**src/rtl/wbr_pkg.sv**
```systemverilog
// Shared types and constants for the s349 wrapper boundary register sequencer.
package wbr_pkg;

  localparam int unsigned WBR_CHAIN_LEN = 3;
  localparam int unsigned WBR_CNT_W     = 4;

  typedef enum logic [2:0] {
    IDLE    = 3'd0,
    LOAD    = 3'd1,
    UPDATE  = 3'd2,
    CAPTURE = 3'd3,
    UNLOAD  = 3'd4,
    DONE    = 3'd5
  } wbr_seq_state_t;

endpackage

```
**src/rtl/wbr_bit_counter.sv**
```systemverilog
// Clearable bit counter shared by the LOAD and UNLOAD shift phases.
// tc_c flags the last bit position (CHAIN_LEN-1).
module wbr_bit_counter #(
  parameter int unsigned CHAIN_LEN = 3,
  parameter int unsigned CNT_W     = 4
) (
  input  logic             clk,
  input  logic             rst_n,
  input  logic             clr,
  input  logic             inc,
  output logic [CNT_W-1:0] cnt,
  output logic             tc_c
);

  // Counter register; clear has priority over increment.
  always_ff @(posedge clk or negedge rst_n) begin
    if (!rst_n) begin
      cnt <= '0;
    end else if (clr) begin
      cnt <= '0;
    end else if (inc) begin
      cnt <= cnt + CNT_W'(1);
    end
  end

  assign tc_c = (cnt == CNT_W'(CHAIN_LEN - 1));

endmodule

```
**src/rtl/wbr_scan_seq.sv**
```systemverilog
// Sequencer for the WBR shift chain: load-shift, update, capture, unload-shift,
// then present the collected response with a one-cycle resp_valid.
// Optional response compare enabled by defining WBR_SCAN_SEQ_CMP_EN.
module wbr_scan_seq
  import wbr_pkg::*;
#(
  parameter int unsigned CHAIN_LEN = WBR_CHAIN_LEN,
  parameter int unsigned CNT_W     = WBR_CNT_W
) (
  input  logic                 clk,
  input  logic                 WRSTN,
  input  logic                 start,
  input  logic [CHAIN_LEN-1:0] pattern_in,
  input  logic                 abort,
  output logic                 ready,
  output logic                 wbr_si,
  input  logic                 wbr_so,
  output logic                 wbr_shift,
  output logic                 wbr_update,
  output logic                 wbr_capture,
  output logic [CHAIN_LEN-1:0] resp_out,
  output logic                 resp_valid
`ifdef WBR_SCAN_SEQ_CMP_EN
  ,
  input  logic [CHAIN_LEN-1:0] expected_in,
  output logic                 fail,
  output logic                 fail_sticky
`endif
);

  wbr_seq_state_t       state_q, state_d;
  logic [CHAIN_LEN-1:0] pattern_q, resp_q, pat_nxt, resp_nxt;
  logic [CNT_W-1:0]     cnt, cnt_nxt;
  logic                 tc_c, cnt_clr, cnt_inc, load_pat, sample, finish, si_nxt;

  wbr_bit_counter #(
    .CHAIN_LEN (CHAIN_LEN),
    .CNT_W     (CNT_W)
  ) u_cnt (
    .clk   (clk),
    .rst_n (WRSTN),
    .clr   (cnt_clr),
    .inc   (cnt_inc),
    .cnt   (cnt),
    .tc_c  (tc_c)
  );

  // State register.
  always_ff @(posedge clk or negedge WRSTN) begin
    if (!WRSTN) begin
      state_q <= IDLE;
    end else begin
      state_q <= state_d;
    end
  end

  // Next state, counter control and next values of the registered outputs.
  always_comb begin
    state_d  = state_q;
    cnt_clr  = 1'b0;
    cnt_inc  = 1'b0;
    load_pat = 1'b0;
    sample   = 1'b0;
    finish   = 1'b0;
    case (state_q)
      IDLE:    if (start) begin
                 state_d  = LOAD;
                 load_pat = 1'b1;
               end
      LOAD:    if (tc_c) state_d = UPDATE;
               else      cnt_inc = 1'b1;
      UPDATE:  state_d = CAPTURE;
      CAPTURE: state_d = UNLOAD;
      UNLOAD:  begin
                 sample = 1'b1;
                 if (tc_c) begin
                   state_d = DONE;
                   finish  = 1'b1;
                 end else begin
                   cnt_inc = 1'b1;
                 end
               end
      DONE:    state_d = IDLE;
      default: state_d = IDLE;
    endcase
    // Abort beats every busy-state transition; in IDLE start is honoured.
    if (abort && (state_q != IDLE)) begin
      state_d = IDLE;
      sample  = 1'b0;
      finish  = 1'b0;
    end
    // Every state entry restarts the bit count.
    if (state_d != state_q) begin
      cnt_clr = 1'b1;
      cnt_inc = 1'b0;
    end
    cnt_nxt = cnt_clr ? '0 : (cnt_inc ? cnt + CNT_W'(1) : cnt);
    pat_nxt = load_pat ? pattern_in : pattern_q;
    si_nxt   = 1'b0;
    resp_nxt = resp_q;
    for (int unsigned i = 0; i < CHAIN_LEN; i++) begin
      if (cnt_nxt == CNT_W'(i)) si_nxt = pat_nxt[i];
      if (cnt == CNT_W'(i)) resp_nxt[i] = wbr_so;
    end
  end

  // Registered chain controls and data registers, decoded from the next state.
  always_ff @(posedge clk or negedge WRSTN) begin
    if (!WRSTN) begin
      ready       <= 1'b1;
      wbr_si      <= 1'b0;
      wbr_shift   <= 1'b0;
      wbr_update  <= 1'b0;
      wbr_capture <= 1'b0;
      resp_valid  <= 1'b0;
      pattern_q   <= '0;
      resp_q      <= '0;
      resp_out    <= '0;
    end else begin
      ready       <= (state_d == IDLE);
      wbr_shift   <= (state_d == LOAD) || (state_d == UNLOAD);
      wbr_update  <= (state_d == UPDATE);
      wbr_capture <= (state_d == CAPTURE);
      resp_valid  <= (state_d == DONE);
      wbr_si      <= (state_d == LOAD) ? si_nxt : 1'b0;
      pattern_q   <= pat_nxt;
      if (sample) resp_q <= resp_nxt;
      if (finish) resp_out <= resp_nxt;
    end
  end

`ifdef WBR_SCAN_SEQ_CMP_EN
  logic [CHAIN_LEN-1:0] expected_q;

  // Response compare: fail follows each finished run, fail_sticky only clears on reset.
  always_ff @(posedge clk or negedge WRSTN) begin
    if (!WRSTN) begin
      expected_q  <= '0;
      fail        <= 1'b0;
      fail_sticky <= 1'b0;
    end else begin
      if (load_pat) expected_q <= expected_in;
      if (finish) begin
        fail        <= (resp_nxt != expected_q);
        fail_sticky <= fail_sticky | (resp_nxt != expected_q);
      end
    end
  end
`endif

endmodule

```
**config.mk**
```make
export PLATFORM = sky130hd
export DESIGN_NAME = wbr_scan_seq
export DESIGN_NICKNAME = d
export VERILOG_FILES = /design/src/rtl/wbr_pkg.sv /design/src/rtl/wbr_bit_counter.sv /design/src/rtl/wbr_scan_seq.sv
export SDC_FILE = /design/constraint.sdc
export NUM_CORES = 1
export LEC_CHECK = 0
export ABC_AREA = 0
export CAP_MARGIN = 20
export CORE_UTILIZATION = 45
export CTS_BUF_LIST = sky130_fd_sc_hd__clkbuf_16
export CTS_CLUSTER_SIZE = 30
export DETAILED_ROUTE_END_ITERATION = 10
export DONT_BUFFER_PORTS = 1
export SYNTH_ARGS = -nofsm -noshare
export SYNTH_HDL_FRONTEND = slang
export SYNTH_SLANG_ARGS = --single-unit
export TNS_END_PERCENT = 30
```
**constraint.sdc**
```tcl
create_clock -name clk -period 3.3 [get_ports clk]
set_input_delay 0.825 -clock clk [delete_from_list [all_inputs] [get_ports clk]]
set_output_delay 0.825 -clock clk [all_outputs]
set_load 0.03 [all_outputs]
```
# Yosys cells after proc, flatten, opt, wreduce, memory -nomap -nowiden
# Cells that the tools add are included.
# totals
register_bits,22
out_inout_bits,9
elab_cells,60
# classes
add_sub_neg,1
n_eq_ne,14
mux,26
n_reduce_logical,8
# ops
op,n
$mux 1,18
$mux 3,5
$pmux 3 s5,1
$eq 3x2->1 const B,4
$eq 3x3->1 const B,3
$eq 4x1->1 const B,2
$eq 4x2->1 const B,2
$logic_not 4->1,2
$mux 4,2
$eq 3x1->1 const B,2
$logic_not 3->1,2
$add 4x1->4 const B,1
$ne 3x3->1,1
$reduce_bool 3->1,1
$reduce_or 2->1,1
$logic_and 1x1->1,1
$logic_or 1x1->1,1

# Logic depth before layout (Yosys ltp)
# logic_depth
depth_word,13
depth_mapped,9
depth_no_buf,8

# Hierarchy
# From an unflattened synthesis, not the netlist that was laid out.
# unflattened
cells_unflattened,132
hier_area_um2,1341.3
# modules_own_cells
module,instances,cells_each,area_per_inst_um2,seq_area_each_um2
wbr_scan_seq,1,112,1119.8,451.7
wbr_bit_counter,1,20,221.5,100.1

# Worst setup path before layout
# No wires, ideal clock.
# synth_path
path_type,input to register
from,input port abort
to,register resp_out[2]
t_arrival_ns,1.869
slack_ns,1.307
path_stages,5
n_path_buf,1
cell_sequence,buf_2 -> and2b_1 -> and3_1 -> nand2_1 -> mux2_2
# synth_via
elab_chain_cells,2
# synth_rtl
element,line_no,text
"start, declared",wbr_scan_seq.sv:14,"input logic abort,"
$logic_and 1x1->1,wbr_scan_seq.sv:87,if (abort && (state_q != IDLE)) begin
$mux 1,wbr_scan_seq.sv:87,
"end signal, assigned",wbr_scan_seq.sv:128,if (finish) resp_out <= resp_nxt;
"end, declared",wbr_scan_seq.sv:21,"output logic [CHAIN_LEN-1:0] resp_out,"
# Every way passes these cells.
# A chain may end at the register's enable or synchronous reset.

# Worst setup path after layout
# layout_path
from,register u_cnt.cnt[0]
to,register wbr_si
# layout_via
elab_chain_cells,13
# layout_rtl
element,line_no,text
"start, declared",wbr_bit_counter.sv:11,"output logic [CNT_W-1:0] cnt,"
"start signal, assigned",wbr_bit_counter.sv:22,cnt <= cnt + CNT_W'(1);
$eq 4x2->1,wbr_bit_counter.sv:26,assign tc_c = (cnt == CNT_W'(CHAIN_LEN - 1));
$mux 3 (on tied branches),"wbr_scan_seq.sv:76, wbr_scan_seq.sv:70",
$pmux 3 s5,wbr_scan_seq.sv:65,case (state_q)
$mux 3,wbr_scan_seq.sv:87,
$ne 3x3->1,wbr_scan_seq.sv:93,if (state_d != state_q) begin
$mux 1,wbr_scan_seq.sv:93,
$mux 4,--,
$mux 4 *,wbr_scan_seq.sv:97,cnt_nxt = cnt_clr ? '0 : (cnt_inc ? cnt + CNT_W'(1) : cnt);
named net cnt_nxt[0],wbr_scan_seq.sv:33,"logic [CNT_W-1:0] cnt, cnt_nxt;"
$logic_not 4->1,wbr_scan_seq.sv:102,if (cnt_nxt == CNT_W'(i)) si_nxt = pat_nxt[i];
$mux 1 (2 in series),wbr_scan_seq.sv:102,
$mux 1 *,wbr_scan_seq.sv:102,
$mux 1 *,wbr_scan_seq.sv:125,wbr_si <= (state_d == LOAD) ? si_nxt : 1'b0;
"end signal, assigned",wbr_scan_seq.sv:125,
"end, declared",wbr_scan_seq.sv:16,"output logic wbr_si,"
# Mark *: on every way through the listed nets, which the timed path passes. The rest lies on a longest branch.

==> impl_metrics.toml <==
[run_status]
status = "complete, no violations"

[hold_path]
min_path_type = "in -> async"

[final_layout]
design_area_um2 = 1270
finalNonFillerCells = 136
area_growth_pct = 6.62
most-common-layout-cells = "dfrtp_1, nand2_1, inv_1, nor2_1, mux2_2"
nets = 119
final_core_util_pct = 51.2
layout_commonest_cell = "dfrtp_1"
multi_input_area_um2 = 603
area.sequential_um2 = 527
fill_cells = 217
num_antenna_cells = 0
drive_gt1_share_pct = 19.8

[floorplan]
io_pins = 17
start_util_pct = 48.0
rows = 18
dieHeight_um = 53.4
die_w_um = 53.4
core_um2 = 2480
dieArea_um2 = 2850

[sta]
fin_setup_tns_ns = 0
slew_viol_final = 0
fmax_mhz = 500
rsz0062_at_grt = "no"
setup_ws_ns = 1.30
worst_slew_pin_slew_ns = 0.563
min_period_ns = 2.00
hold_viol = 0
setup_viol = 0
skew_ns = 0.00166
slew_headroom_pct = 62.3
fin_crit_sh_pct = 60.6
whs_ns = 0.264

[cts]
cts_hold_buffers = 0
clk_pin_slew_ns = 0.06
cts_setup_buffers = 0
cts_tree = "done"
cts_root_buf = "clkbuf_16"
cts_buffer_depth = 2
cts_resized = 0
cts_buffers = 3
htreeDepth = 1
cts_sinks = 21
insertion_delay_ns = 0.25

[worst_setup_path]
cpPeakStageDelay_ns = 0.49
cp-start-kind = "flip-flop"
crit_type = "reg -> reg"
cp_cell_sequence = "inv_1 > ha_1 > nor3b_2 > nor4_1 > o21a_2 > nand3b_1 > a21oi_2"
crit_buf_inv = 1
slowest_stage = "nor3b_2"
crit_fanout = 7
crit_path_end_kind = "flip-flop"
crit_family = "simple AND/OR/NAND/NOR gates"
worstPathArrival_ns = 2.18
cp.required_ns = 3.48

[flow_run]
drv_cap = 0

[synthesis]
synth_cell_type_count = 44
ys_seq_elements = 21
yosys.area_share.adder_pct = 4.21
synth_area_leader_cell = "dfrtp_1"
synth_top_family_by_area = "simple AND/OR/NAND/NOR gates"
synthMuxAreaShare_pct = 8.20
synth_cells = 107
synth_compound_area_share_pct = 16.4
synth.area.top_cells = "dfrtp_1, mux2_2, ha_1"
netlist_area_um2 = 1190
ys_warn_count = 0
async_flop_share_pct = 100
syn-num-nets = 119
synth_seq_area_share_pct = 44.3
synth_xor_area_share_pct = 3.58
ys.flop_type = "dfrtp_1"
synth.avg_cell_area_um2 = 11.1
synth-simple-area-share_pct = 18.3
synth_edf_count = 0
synth_top_area_share_pct = 42.1

[pwr]
finalPower_uw = 963
p_leak_nw = 0.573
irDropWorstVdd_v = 0.000442
power_density_nw_per_um2 = 759

[grt]
first_global_vias = 793
grt_util_all_layers_pct = 18.0
grt_pass1_wl_um = 3610
grt_max_degree = 22
antenna_found_initial = 0
grt_overflow = 0

[place]
dp_slack_ns = 1.28
dpl_cell_area_um2 = 1190
io_buffer_count = 0
gp_congestion = 0.827
dpl.cell_count = 132
hpwlAfterDp_um = 1500

[route]
drc_errors = 0
dr.pass1.iters = 4
ant_nets = 0
via_per_inst = 5.90
drt-total-wl_um = 2040
wl_per_cell_um = 15.0
vias = 803
drt-initial-drc-count = 12
[layer usage]
| layer | routed length [um] | global-route usage (%) | part of all wire [%] |
|---|---|---|---|
| met1 | 919 | 22.9 | 45 |
| met2 | 991 | 28.1 | 49 |
| met3 | 99 | 4.60 | 4.9 |
| met4 | 28 | 7.89 | 1.4 |
| met5 | 0 | 0 | 0 |
[layout make-up]
| type | instances | share of cell area [%] |
|---|---|---|
| clock inverter | 1 | 0.296 |
| tap | 30 | 2.96 |
| clock buffer | 3 | 5.92 |
| sequential | 21 | 41.5 |
| multi-input combinational | 75 | 47.5 |
| inverter | 6 | 1.78 |
[registers in the layout (all words and copies together), names as in the netlist]
name,count
u_cnt.cnt,4
state_q,3
ready,1
resp_out,3
wbr_si,1
resp_valid,1
wbr_shift,1
resp_q,2
pattern_q,3
wbr_capture,1
wbr_update,1
[worst paths after layout]
path	from	to	slack, ns	depth (start not counted)
max in group asynchronous	WRSTN	ready$_DFF_PN1_	2.87	0
max reg2reg	u_cnt.cnt[0]$_DFF_PN0_	wbr_si$_DFF_PN0_	1.30	7
max	u_cnt.cnt[0]$_DFF_PN0_	wbr_si$_DFF_PN0_	1.30	7
min reg2reg	pattern_q[1]$_DFF_PN0_	pattern_q[1]$_DFF_PN0_	0.50	1
min	WRSTN	u_cnt.cnt[0]$_DFF_PN0_	0.26	0
min in group clk	pattern_q[1]$_DFF_PN0_	pattern_q[1]$_DFF_PN0_	0.50	1
[power breakdown]
group	total (mW)	internal, mW	switching [mW]
Sequential	0.411	0.318	0.0933
Combinational	0.301	0.146	0.155
Clock	0.251	0.161	0.0899
Total	0.963	0.626	0.338
[Yosys cell counts, types with 2 or more instances]
library cell and instances:
dfrtp_1 20, nand2_1 9, nor2_1 7, inv_1 6, mux2_2 6, a21oi_1 4
ha_1 4, nand3_1 4, buf_2 3, mux2i_1 3, nor4_1 3, and2b_1 2
buf_6 2, nor3_1 2, o21ai_0 2, xor2_1 2
[cells by family after synthesis]
group	count (synthesis)
buffers and inverters	11
adders and majority gates	4
muxes	9
and+or+nand+nor	36
DFF	21
xor gates and xnor gates	4
AOI/OAI and AO/OA	22
(Power assumes the default switching activity.)
